`config.mk`:
```
export PLATFORM = sky130hd
export DESIGN_NAME = vr_pipe_chain
export DESIGN_NICKNAME = d
export VERILOG_FILES = /design/src/rtl/vr_pkg.sv /design/src/rtl/vr_skid_slice.sv /design/src/rtl/vr_pipe_chain.sv
export SDC_FILE = /design/constraint.sdc
export NUM_CORES = 1
export LEC_CHECK = 0
export CAP_MARGIN = 15
export CORE_AREA = 2 2 112 114
export DETAILED_ROUTE_END_ITERATION = 10
export DIE_AREA = 0 0 114 116
export PLACE_DENSITY_LB_ADDON = 0.08
export SLEW_MARGIN = 30
export SYNTH_ARGS = -nofsm -noshare
export SYNTH_HDL_FRONTEND = slang
export SYNTH_SLANG_ARGS = --single-unit
```
`constraint.sdc`:
```
create_clock -name clk -period 4.4 [get_ports clk]
set_input_delay 0.66 -clock clk [delete_from_list [all_inputs] [get_ports clk]]
set_output_delay 0.66 -clock clk [all_outputs]
set_load 0.005 [all_outputs]
```
`src/rtl/vr_pkg.sv`:
```
// Shared types and sizing helpers for the valid/ready pipeline chain.
package vr_pkg;

   typedef struct packed {
      logic main_v;
      logic skid_v;
   } slice_state_t;

   function automatic int occ_width(input int stages, input int reg_ready);
      return $clog2(stages * (1 + reg_ready) + 1);
   endfunction

endpackage

```
`src/rtl/vr_skid_slice.sv`:
```
// One valid/ready register slice: skid buffer (registered ready, cap 2) or forward register (comb ready, cap 1).
// Latency 1 cycle; REG_READY=1 drops up_ready when its skid entry is occupied, REG_READY=0 passes dn_ready through.
module vr_skid_slice
   import vr_pkg::*;
#(
   parameter int WIDTH     = 32,
   parameter int REG_READY = 1
) (
   input  logic             clk,
   input  logic             rst_n,
   input  logic             flush,
   input  logic [WIDTH-1:0] up_data,
   input  logic             up_valid,
   output logic             up_ready,
   output logic [WIDTH-1:0] dn_data,
   output logic             dn_valid,
   input  logic             dn_ready
);

   generate
      if (REG_READY != 0) begin : g_skid
         slice_state_t     st;
         slice_state_t     st_n;
         logic [WIDTH-1:0] main_d;
         logic [WIDTH-1:0] skid_d;
         logic             rdy_q;
         logic             in_fire;
         logic             out_fire;

         assign in_fire  = up_valid & rdy_q;
         assign out_fire = st.main_v & dn_ready;

         // in_fire never coincides with a full skid, since rdy_q mirrors ~skid_v
         always_comb begin
            st_n = st;
            if (out_fire) begin
               if (st.skid_v) begin
                  st_n.main_v = 1'b1;
                  st_n.skid_v = 1'b0;
               end else begin
                  st_n.main_v = in_fire;
               end
            end else if (in_fire) begin
               if (st.main_v) st_n.skid_v = 1'b1;
               else           st_n.main_v = 1'b1;
            end
            if (flush) st_n = '0;
         end

         always_ff @(posedge clk or negedge rst_n) begin
            if (!rst_n) begin
               st    <= '0;
               rdy_q <= 1'b0;
            end else begin
               st    <= st_n;
               rdy_q <= ~st_n.skid_v;
            end
         end

         always_ff @(posedge clk or negedge rst_n) begin
            if (!rst_n) begin
               main_d <= '0;
               skid_d <= '0;
            end else begin
               if (out_fire && st.skid_v)                  main_d <= skid_d;
               else if (in_fire && (!st.main_v || out_fire)) main_d <= up_data;
               if (in_fire && st.main_v && !out_fire)      skid_d <= up_data;
            end
         end

         assign up_ready = rdy_q;
         assign dn_data  = main_d;
         assign dn_valid = st.main_v;
      end else begin : g_fwd
         slice_state_t     st;
         logic [WIDTH-1:0] main_d;
         logic             in_fire;
         logic             out_fire;

         assign up_ready = dn_ready | ~st.main_v;
         assign in_fire  = up_valid & up_ready;
         assign out_fire = st.main_v & dn_ready;

         always_ff @(posedge clk or negedge rst_n) begin
            if (!rst_n) begin
               st <= '0;
            end else if (flush) begin
               st <= '0;
            end else if (in_fire) begin
               st.main_v <= 1'b1;
            end else if (out_fire) begin
               st.main_v <= 1'b0;
            end
         end

         always_ff @(posedge clk or negedge rst_n) begin
            if (!rst_n)       main_d <= '0;
            else if (in_fire) main_d <= up_data;
         end

         assign dn_data  = main_d;
         assign dn_valid = st.main_v;
      end
   endgenerate

endmodule

```
`src/rtl/vr_pipe_chain.sv`:
```
// STAGES-deep valid/ready retiming chain with synchronous flush and a registered occupancy count.
// Latency STAGES cycles; backpressure ripples one slice per cycle (REG_READY=1) or combinationally (REG_READY=0).
module vr_pipe_chain
   import vr_pkg::*;
#(
   parameter  int WIDTH     = 32,
   parameter  int STAGES    = 2,
   parameter  int REG_READY = 1,
   localparam int OCC_W     = occ_width(STAGES, REG_READY)
) (
   input  logic             clk,
   input  logic             rst_n,
   input  logic             flush,
   input  logic [WIDTH-1:0] data_in,
   input  logic             valid_up_in,
   input  logic             ready_down_in,
   output logic [WIDTH-1:0] data_out,
   output logic             valid_down_out,
   output logic             ready_up_out,
   output logic [OCC_W-1:0] occupancy
);

   logic [WIDTH-1:0] stage_d [STAGES+1];
   logic [STAGES:0]  stage_v;
   logic [STAGES:0]  stage_r;
   logic             up_fire;
   logic             down_fire;

   assign stage_d[0]      = data_in;
   assign stage_v[0]      = valid_up_in;
   assign ready_up_out    = stage_r[0];
   assign data_out        = stage_d[STAGES];
   assign valid_down_out  = stage_v[STAGES];
   assign stage_r[STAGES] = ready_down_in;

   genvar i;
   generate
      for (i = 0; i < STAGES; i++) begin : g_stage
         vr_skid_slice #(
            .WIDTH     (WIDTH),
            .REG_READY (REG_READY)
         ) u_slice (
            .clk      (clk),
            .rst_n    (rst_n),
            .flush    (flush),
            .up_data  (stage_d[i]),
            .up_valid (stage_v[i]),
            .up_ready (stage_r[i]),
            .dn_data  (stage_d[i+1]),
            .dn_valid (stage_v[i+1]),
            .dn_ready (stage_r[i+1])
         );
      end
   endgenerate

   assign up_fire   = valid_up_in & ready_up_out;
   assign down_fire = valid_down_out & ready_down_in;

   // A flushed cycle discards the up-beat and empties the chain, so the count restarts at zero
   always_ff @(posedge clk or negedge rst_n) begin
      if (!rst_n) begin
         occupancy <= '0;
      end else if (flush) begin
         occupancy <= '0;
      end else if (up_fire && !down_fire) begin
         occupancy <= occupancy + OCC_W'(1);
      end else if (down_fire && !up_fire) begin
         occupancy <= occupancy - OCC_W'(1);
      end
   end

endmodule

```
==> run summary, run 1 <==
outcome -> finished clean
minimum clock period -> 2.266 ns
share of cells above drive strength 1 -> 19.33%
layout overhead on the synthesized area -> 22.26%
core box area -> 11,910 sq um
largest net degree at the start of global routing -> 116
# hold bufs at CTS -> 0
number of max-cap violations -> 0
FF-to-FF path depth -> 6
drt drc -> 0
via count -> 3,532
DR iter-0 viols -> 135
Max FO, Critical Path -> 7
worst setup path class -> input port to flip-flop
clock network latency to the later pin of the worst-skew pair -> 0.42 ns
adder-cell share of the synthesized area -> 0.3415%
crit share post-route -> 51.50%
Required @ worst endpoint -> 4.74 ns
setup slack after layout -> 2.134 ns
Hold WC Path Type -> input port to async pin
global-route wire length before repair -> 17,780 um
largest cells by area after synthesis -> dfrtp_1, mux2_2, mux2i_1
fraction of the mapped netlist area in simple logic gates -> 6.425%
WL final -> 10,740 um
Avg Inst Size Synth -> 12.74 sq um
HPWL after detailed placement -> 6666 um
Post-synth EDFFs -> 0
H-tree levels -> 4
DRT antenna net count -> 0
GRT Resource Usage Total -> 17.90%
chip width -> 114 um
multiplexer share of the synthesized area -> 23.29%
largest family of logic cells by synthesized area -> multiplexers
type of origin of the critical path -> input port
#FFs+latches synth -> 137
Worst EP arrival -> 2.61 ns
RePlAce Congestion -> 0.7201
Overflow after GRT -> 0
Synth Warn # -> 0
fin nets -> 565
clock slew at reported path FFs -> 0.05 ns
post-synth net total -> 498
Worst Max-Slew Pin Slew -> 0.8637 ns
Top FF cell, synth -> dfrtp_1
Inserted Diodes -> 0
Pins Over Slew Limit -> 0
final hold vios -> 0
compound-gate portion of the synthesized area -> 6.809%
Power Dens Cells -> 484.6 nW/um^2
# rows -> 40
normalized max-slew margin -> 42.42%
CP startpoint -> ready_down_in
number of global-route vias before repair -> 3,495
worst r2r dst -> occupancy[2]
Via density -> 5.156
antenna violations before repair -> 0
top cell type's share of synthesized area -> 58.48%
unrepaired setup endpoints after global routing -> no
cell count after synthesis -> 460
Peak Freq -> 441.3 MHz
Pwr Total -> 3.473 mW
Util after Layout -> 60.17%
post_cts resized -> 0
Synth Area in XOR/XNOR -> 0.2988%
reg2reg setup slack -> 2.49 ns
Fin Hold WS -> 0.2837 ns
router iterations before antenna repair -> 4
CTS tree -> yes
Fin Setup TNS -> 0 ns
DIE HEIGHT -> 116 um
Initial Util -> 49.21%
Lkg Pwr -> 3.712 nW
Yosys top cell by area -> dfrtp_1
async set-reset flop share out of synthesis -> 100.0%
Yosys cell types -> 37
Die Area -> 13,220 sq um
cts bufs inserted -> 17
post-synthesis cell area -> 5862 sq um
Setup Buffers After CTS -> 0
CP Capture Type -> flip-flop
Seq/Total Area, Yosys -> 58.48%
most instantiated library cell after synthesis -> dfrtp_1
commonest cells in the netlist -> dfrtp_1, nand2_1, mux2i_1
Wirelength per Cell -> 15.68 um
Clock Root Buffer -> clkbuf_16
Worst Skew -> 0.004023 ns
final setup fails -> 0
TritonCTS Sinks -> 137
Reg-to-Reg Start -> g_stage[0].u_slice.up_ready
clock buffer depth -> 2
dpl ws -> 1.709 ns
num ports -> 74
VDD IR max -> 0.2416 mV
Buffers on Ports -> 73
-- critical path, cell delays in order --
cell and delay (ns):
clkdlybuf4s50_1 0.70, a21oi_1 0.14, fa_1 0.39, or3b_1 0.41, a21o_1 0.17, a21oi_1 0.12
-- area by class of cell --
cell class	instances	area [sq um]
repair buffers	76	778.2
flip-flops and latches	137	3428
clock inverters	1	5.005
clock buffers	29	550.5
well taps	147	183.9
multi-input cells	289	2198
inverters	6	22.52
fillers	990	4745
-- how the worst max path moves through the flow --
stage / end / slack, ns / cells after the start
finish: occupancy[2] / 2.13 / 6
global route: occupancy[2] / 2.07 / 6
CTS: occupancy[2] / 2.15 / 6
detailed placement: g_stage[0].u_slice.g_skid.skid_d[13] / 1.71 / 3
global placement: g_stage[1].u_slice.dn_data[29] / 1.70 / 4
floorplan: occupancy[2] / 2.43 / 6
-- through the flow --
| stage | std cells | area, sq um |
|---|---|---|
| after floorplan | 460 | 5862 |
| after global placement | 654 | 6561 |
| after detailed placement | 655 | 6604 |
| after CTS | 685 | 7159 |
| after global routing | 685 | 7167 |
| final | 685 | 7167 |
-- state kept, by name, indices dropped and copies added, names as in the netlist --
register,count
g_stage.u_slice.up_ready,2
g_stage.u_slice.dn_data,64
g_stage.u_slice.g_skid.skid_d,64
g_stage.u_slice.dn_valid,2
occupancy,3
g_stage.u_slice.g_skid.st,2
-- power by group --
group | switching [mW] | leakage [nW] | internal (mW)
clock network | 0.484 | 0.276 | 0.834
logic | 0.200 | 1.68 | 0.322
registers | 0.136 | 1.76 | 1.50
total | 0.820 | 3.71 | 2.65
-- routing by layer --
metal / share of wire [%] / global-route usage [%] / vias up
met5: 0 / 0 / -
met2: 48 / 27.26 / 60
li1: - / - / 1734
met3: 3.7 / 5.753 / 13
met4: 1.3 / 7.805 / 0
met1: 47 / 23.77 / 1725
-- placed cells by master, fill, tap and decap left out, types with 2 or more instances in the layout --
cell type / netlist / final
clkdlybuf4s50_1: 0 / 72
inv_1: 6 / 6
clkbuf_1: 7 / 4
nor2_1: 3 / 3
o21ai_1: 8 / 8
buf_4: 1 / 2
o21ai_0: 57 / 57
dfrtp_1: 137 / 137
clkbuf_8: 3 / 8
mux2_2: 63 / 63
nand2_1: 67 / 67
clkbuf_16: 0 / 17
a21oi_1: 5 / 5
mux2i_1: 64 / 64
nand2_4: 1 / 2
-- logic make-up (layout without fill, tap and decap cells) --
group	after synthesis	in the layout
AND/OR/NAND/NOR	83	83
XOR/XNOR	2	2
buffers and inverters	34	112
adder cells (fa/ha/maj)	1	1
AO/OA/AOI/OAI	75	75
multiplexers	128	128
flip-flops	137	137
(Power assumes the default switching activity.)
==> run 2, diff against run 1 <==
clock period = 2.26 ns   (was 4.4 ns; I/O delays follow)
==> run summary, run 2 (synthesis gave the netlist of run 1 again) <==
outcome -> finished clean
Wirelength per Cell -> 15.58 um (-0.66%)
fin nets -> 573 (+1.4%)
Cell Chain, Critical Path -> clkdlybuf4s50_1
RePlAce Congestion -> 0.7382 (+2.5%)
final hold vios -> 0 (unchanged)
clock network latency to the later pin of the worst-skew pair -> 0.42 ns (about the same)
clock buffer depth -> 2 (unchanged)
dpl ws -> 0.1167 ns (-1.593 ns)
clock slew at reported path FFs -> 0.05 ns (about the same)
Peak Freq -> 536.8 MHz
critical path's top delay family -> buffers and inverters
Worst path slowest cell -> clkdlybuf4s50_1
worst setup path class -> flip-flop to primary output
# hold bufs at CTS -> 1 (+1)
layout overhead on the synthesized area -> 25.04%
Required @ worst endpoint -> 1.92 ns (-2.82 ns)
reg2reg setup slack -> 0.41 ns (-2.08 ns)
crit share post-route -> 82.43%
router iterations before antenna repair -> 4 (unchanged)
Via density -> 5.136 (-0.40%)
Clock Root Buffer -> clkbuf_16
Worst Max-Slew Pin Slew -> 0.5102 ns (-0.3536 ns)
TritonCTS Sinks -> 137 (unchanged)
crit path buf inv count -> 1 (unchanged)
commonest non-fill, non-tap cell in the layout -> dfrtp_1
global-route wire length before repair -> 18,220 um (+2.4%)
normalized max-slew margin -> 65.99% (+24 points)
commonest cells after routing, fill and taps aside -> dfrtp_1, clkdlybuf4s50_1, nand2_1, mux2i_1, mux2_2
CTS tree -> yes
largest net degree at the start of global routing -> 65 (-44%)
Pins Over Slew Limit -> 0 (unchanged)
Inserted Diodes -> 0 (unchanged)
Fin Setup TNS -> 0 ns (unchanged)
num ports -> 74 (unchanged)
chip width -> 114 um (unchanged)
number of global-route vias before repair -> 3,668 (+4.9%)
Die Area -> 13,220 sq um (unchanged)
DR iter-0 viols -> 199 (+47%)
Max FO, Critical Path -> 9 (+2)
Power Dens Cells -> 949.1 nW/um^2 (+96%)
Worst Skew -> 0.009403 ns (+0.005380 ns)
# rows -> 40 (unchanged)
drt drc -> 0 (unchanged)
Setup Buffers After CTS -> 0 (unchanged)
share of cells above drive strength 1 -> 21.06% (+1.7 points)
Buffers on Ports -> 73 (unchanged)
CP Capture Type -> primary output
via count -> 3,559 (+0.76%)
final setup fails -> 0 (unchanged)
number of max-cap violations -> 0 (unchanged)
VDD IR max -> 0.5071 mV (+110%)
Overflow after GRT -> 0 (unchanged)
core box area -> 11,910 sq um (unchanged)
Fill cells -> 1,007 (+1.7%)
Lkg Pwr -> 3.787 nW (+2.0%)
Hold WC Path Type -> input port to async pin
minimum clock period -> 1.863 ns
cts bufs inserted -> 17 (unchanged)
unrepaired setup endpoints after global routing -> no
GRT Resource Usage Total -> 18.25% (+0.34 points)
Worst EP arrival -> 1.52 ns (-1.09 ns)
H-tree levels -> 4 (unchanged)
setup slack after layout -> 0.3971 ns (-1.737 ns)
Max stage delay on crit path -> 0.57 ns (-0.13 ns)
post_cts resized -> 0 (unchanged)
DIE HEIGHT -> 116 um (unchanged)
HPWL after detailed placement -> 6924 um (+3.9%)
DRT antenna net count -> 0 (unchanged)
antenna violations before repair -> 0 (unchanged)
Initial Util -> 49.21% (unchanged)
WL final -> 10,800 um (+0.50%)
type of origin of the critical path -> flip-flop
run 2: path summary, 6_finish.rpt:
path,to,cells past startpoint,startpoint
setup / recovery,valid_down_out,1,g_stage[1].u_slice.dn_valid
hold / removal,g_stage[0].u_slice.dn_data[30],2,rst_n
setup reg to reg,occupancy[2],5,g_stage[1].u_slice.dn_valid
hold reg to reg,g_stage[1].u_slice.dn_data[31],2,g_stage[1].u_slice.dn_data[31]
max in group asynchronous,g_stage[0].u_slice.g_skid.skid_d[30],3,rst_n
min in group clk,g_stage[1].u_slice.dn_data[31],2,g_stage[1].u_slice.dn_data[31]
run 2: metal layers:
metal,wire length (um),vias up,global-route usage (%),part of all wire (%)
met2,5308,60,29.44,49
li1,-,1757,-,-
met5,0,-,0,0
met3,398,14,6.015,3.7
met1,4916,1728,22.92,46
met4,171,0,7.317,1.6
run 2: layout make-up:
class,instances,area (sq um),share of cell area [%]
clock buffer,23,508.0,6.931
multi-input combinational,289,2180,29.74
tap,147,183.9,2.509
sequential,137,3428,46.77
inverter,6,22.52,0.3073
timing repair buffer,84,917.1,12.51
clock inverter,7,90.09,1.229
run 2: power breakdown:
group | switching, mW | internal, mW
logic | 0.389 | 0.638
registers | 0.261 | 2.91
clock network | 0.975 | 1.78
total | 1.63 | 5.33
run 2: per-stage QoR:
step / cell area (sq um) / hold slack, ns / total power, mW / std cells / util [%]
global route: 7330 / 0.4674 / 7.325 / 693 / 61.53
floorplan: 5862 / 0.04341 / 3.682 / 460 / -
detailed placement: 6721 / 0.3203 / 4.267 / 662 / 56.43
global placement: 6721 / 0.3210 / 4.209 / 662 / 56.43
finish: 7330 / 0.4264 / 6.957 / 693 / 61.53
CTS: 7330 / 0.4428 / 7.055 / 693 / 61.53
==> run 3, diff against run 2 <==
clock period = 1.65 ns   (was 2.26 ns; I/O delays follow)
==> run summary, run 3 (synthesis gave the netlist of run 1 again) <==
dpl ws -> -0.2979 ns (-0.4145 ns)
final setup fails -> 0 (unchanged)
TritonCTS Sinks -> 137 (unchanged)
cts bufs inserted -> 17 (unchanged)
final hold vios -> 0 (unchanged)
GRT Resource Usage Total -> 18.43% (+0.18 points)
type of origin of the critical path -> flip-flop
HPWL after detailed placement -> 7175 um (+3.6%)
drt drc -> 0 (unchanged)
CTS tree -> yes
largest net degree at the start of global routing -> 49 (-25%)
Util after Layout -> 62.70% (+1.2 points)
Wirelength per Cell -> 15.76 um (+1.2%)
crit share post-route -> 98.40%
Hold WC Path Type -> input port to async pin
Pins Over Slew Limit -> 0 (unchanged)
CP Capture Type -> flip-flop
Die Area -> 13,220 sq um (unchanged)
Lkg Pwr -> 3.875 nW (+2.3%)
Worst Max-Slew Pin Slew -> 0.3198 ns (-0.1904 ns)
Worst EP arrival -> 1.96 ns (+0.44 ns)
VDD IR max -> 0.6516 mV (+28%)
Clock Root Buffer -> clkbuf_16
clock slew at reported path FFs -> 0.05 ns (about the same)
Placed Cells -> 672 (+1.5%)
outcome -> finished clean
H-tree levels -> 4 (unchanged)
Layout Cells excl Fill -> 706 (+1.9%)
DRT antenna net count -> 0 (unchanged)
Cell Chain, Critical Path -> nand2_2, a21oi_2, fa_2, or3b_4, a21o_1, a21oi_2
Net Sw Frac -> 23.70% (+0.33 points)
number of max-cap violations -> 0 (unchanged)
Initial Util -> 49.21% (unchanged)
WL final -> 11,130 um (+3.1%)
normalized max-slew margin -> 78.68% (+13 points)
Required @ worst endpoint -> 1.99 ns (+0.07 ns)
Buffers on Ports -> 73 (unchanged)
worst setup path class -> flip-flop to flip-flop
sequential power share -> 47.4% (+1.8 points)
Most Frequent Cell on Critical Path -> a21oi_2
fin nets -> 587 (+2.4%)
router iterations before antenna repair -> 4 (unchanged)
antenna violations before repair -> 0 (unchanged)
share of cells above drive strength 1 -> 23.79% (+2.7 points)
# rows -> 40 (unchanged)
DR iter-0 viols -> 140 (-30%)
commonest cells after routing, fill and taps aside -> dfrtp_1, clkdlybuf4s50_1, nand2_1, mux2_2, mux2i_1
via count -> 3,647 (+2.5%)
clock network latency to the later pin of the worst-skew pair -> 0.41 ns (about the same)
Overflow after GRT -> 0 (unchanged)
Fill cells -> 949 (-5.8%)
Gate power share -> 16.0% (+1.2 points)
Switch Pwr -> 2.168 mW (+33%)
num ports -> 74 (unchanged)
Inserted Diodes -> 0 (unchanged)
chip width -> 114 um (unchanged)
global-route wire length before repair -> 18,620 um (+2.2%)
RePlAce Congestion -> 0.7453 (+0.96%)
layout overhead on the synthesized area -> 27.41%
P_int -> 6.980 mW (+31%)
number of global-route vias before repair -> 3,751 (+2.3%)
Worst Skew -> 0.004637 ns (-0.004766 ns)
Fin Hold WS -> 0.2884 ns (-0.1379 ns)
DIE HEIGHT -> 116 um (unchanged)
Max stage delay on crit path -> 0.41 ns (-0.16 ns)
clock buffer depth -> 2 (unchanged)
Peak Freq -> 615.9 MHz
Clock Power Share -> 36.6% (-3.0 points)
Via density -> 5.166 (+0.59%)
unrepaired setup endpoints after global routing -> yes
commonest non-fill, non-tap cell in the layout -> dfrtp_1
minimum clock period -> 1.624 ns
Power Dens Cells -> 1225 nW/um^2 (+29%)
Worst path slowest cell -> or3b_4
Max FO, Critical Path -> 2 (-7)
core box area -> 11,910 sq um (unchanged)
setup slack after layout -> 0.02633 ns (-0.3708 ns)
==> run 3: final timing paths <==
path	start	to	slack, ns	cells past startpoint
setup / recovery	g_stage[0].u_slice.up_ready	occupancy[2]	0.03	6
hold / removal	rst_n	g_stage[1].u_slice.dn_data[28]	0.29	2
setup reg to reg	g_stage[0].u_slice.up_ready	occupancy[2]	0.03	6
hold reg to reg	g_stage[1].u_slice.dn_data[8]	g_stage[1].u_slice.dn_data[8]	0.48	2
max in group asynchronous	rst_n	g_stage[1].u_slice.dn_data[4]	0.77	3
min in group clk	data_in[22]	g_stage[0].u_slice.g_skid.skid_d[22]	0.48	2
==> run 3: what timing repair did <==
action / in CTS / in global routing
hold buffers: 1 / 0
resized for setup: 3 / 11
pin swaps: 2 / 2
endpoints found under the hold margin: 28 / 0
setup endpoints to repair: 3 / 24
cloned: 0 / 2
buffers inserted: 1 / 1
==> run 3: cell type report <==
type                    instances  area (sq um)  share of cell area, %
multi-input cells             289          2210                  29.59
clock buffers                  26         509.2                  6.819
clock inverters                 3         15.01                 0.2010
flip-flops and latches        137          3428                  45.90
inverters                       6         22.52                 0.3016
repair buffers                 98          1100                  14.73
well taps                     147         183.9                  2.463
==> run 3: routing by layer <==
| layer | GRT usage [%] | vias up | routed length (um) |
|---|---|---|---|
| li1 | - | 1777 | - |
| met1 | 22.99 | 1796 | 4988 |
| met2 | 30.95 | 61 | 5608 |
| met3 | 4.916 | 13 | 388 |
| met4 | 7.073 | 0 | 140 |
| met5 | 0 | - | 0 |
==> run 3: critical path: cells and delay by family, from the launching register on <==
| kind | cells | cell delay, ns |
|---|---|---|
| and+or+nand+nor | 2 | 0.49 |
| DFF | 1 | 0.39 |
| adders and majority gates | 1 | 0.34 |
| AOI/OAI and AO/OA | 3 | 0.33 |
==> run 3: power groups by stage <==
| stage | Clock, mW | Sequential, mW | Combinational (mW) |
|---|---|---|---|
| floorplan | 0 | 4.33 | 0.716 |
| global placement | 0 | 4.36 | 1.42 |
| detailed placement | 0 | 4.40 | 1.46 |
| CTS | 3.40 | 4.34 | 1.48 |
| global route | 3.58 | 4.43 | 1.64 |
| finish | 3.35 | 4.34 | 1.46 |
==> run 3: through the flow <==
step	setup TNS [ns]	power (mW)	area (sq um)
3_5_place_dp	-2.275	5.860	6839
2_1_floorplan	0	5.045	5867
4_1_cts	0	9.222	7387
5_1_grt	-0.04938	9.650	7468
6_report	0	9.148	7468
3_3_place_gp	-1.594	5.787	6839
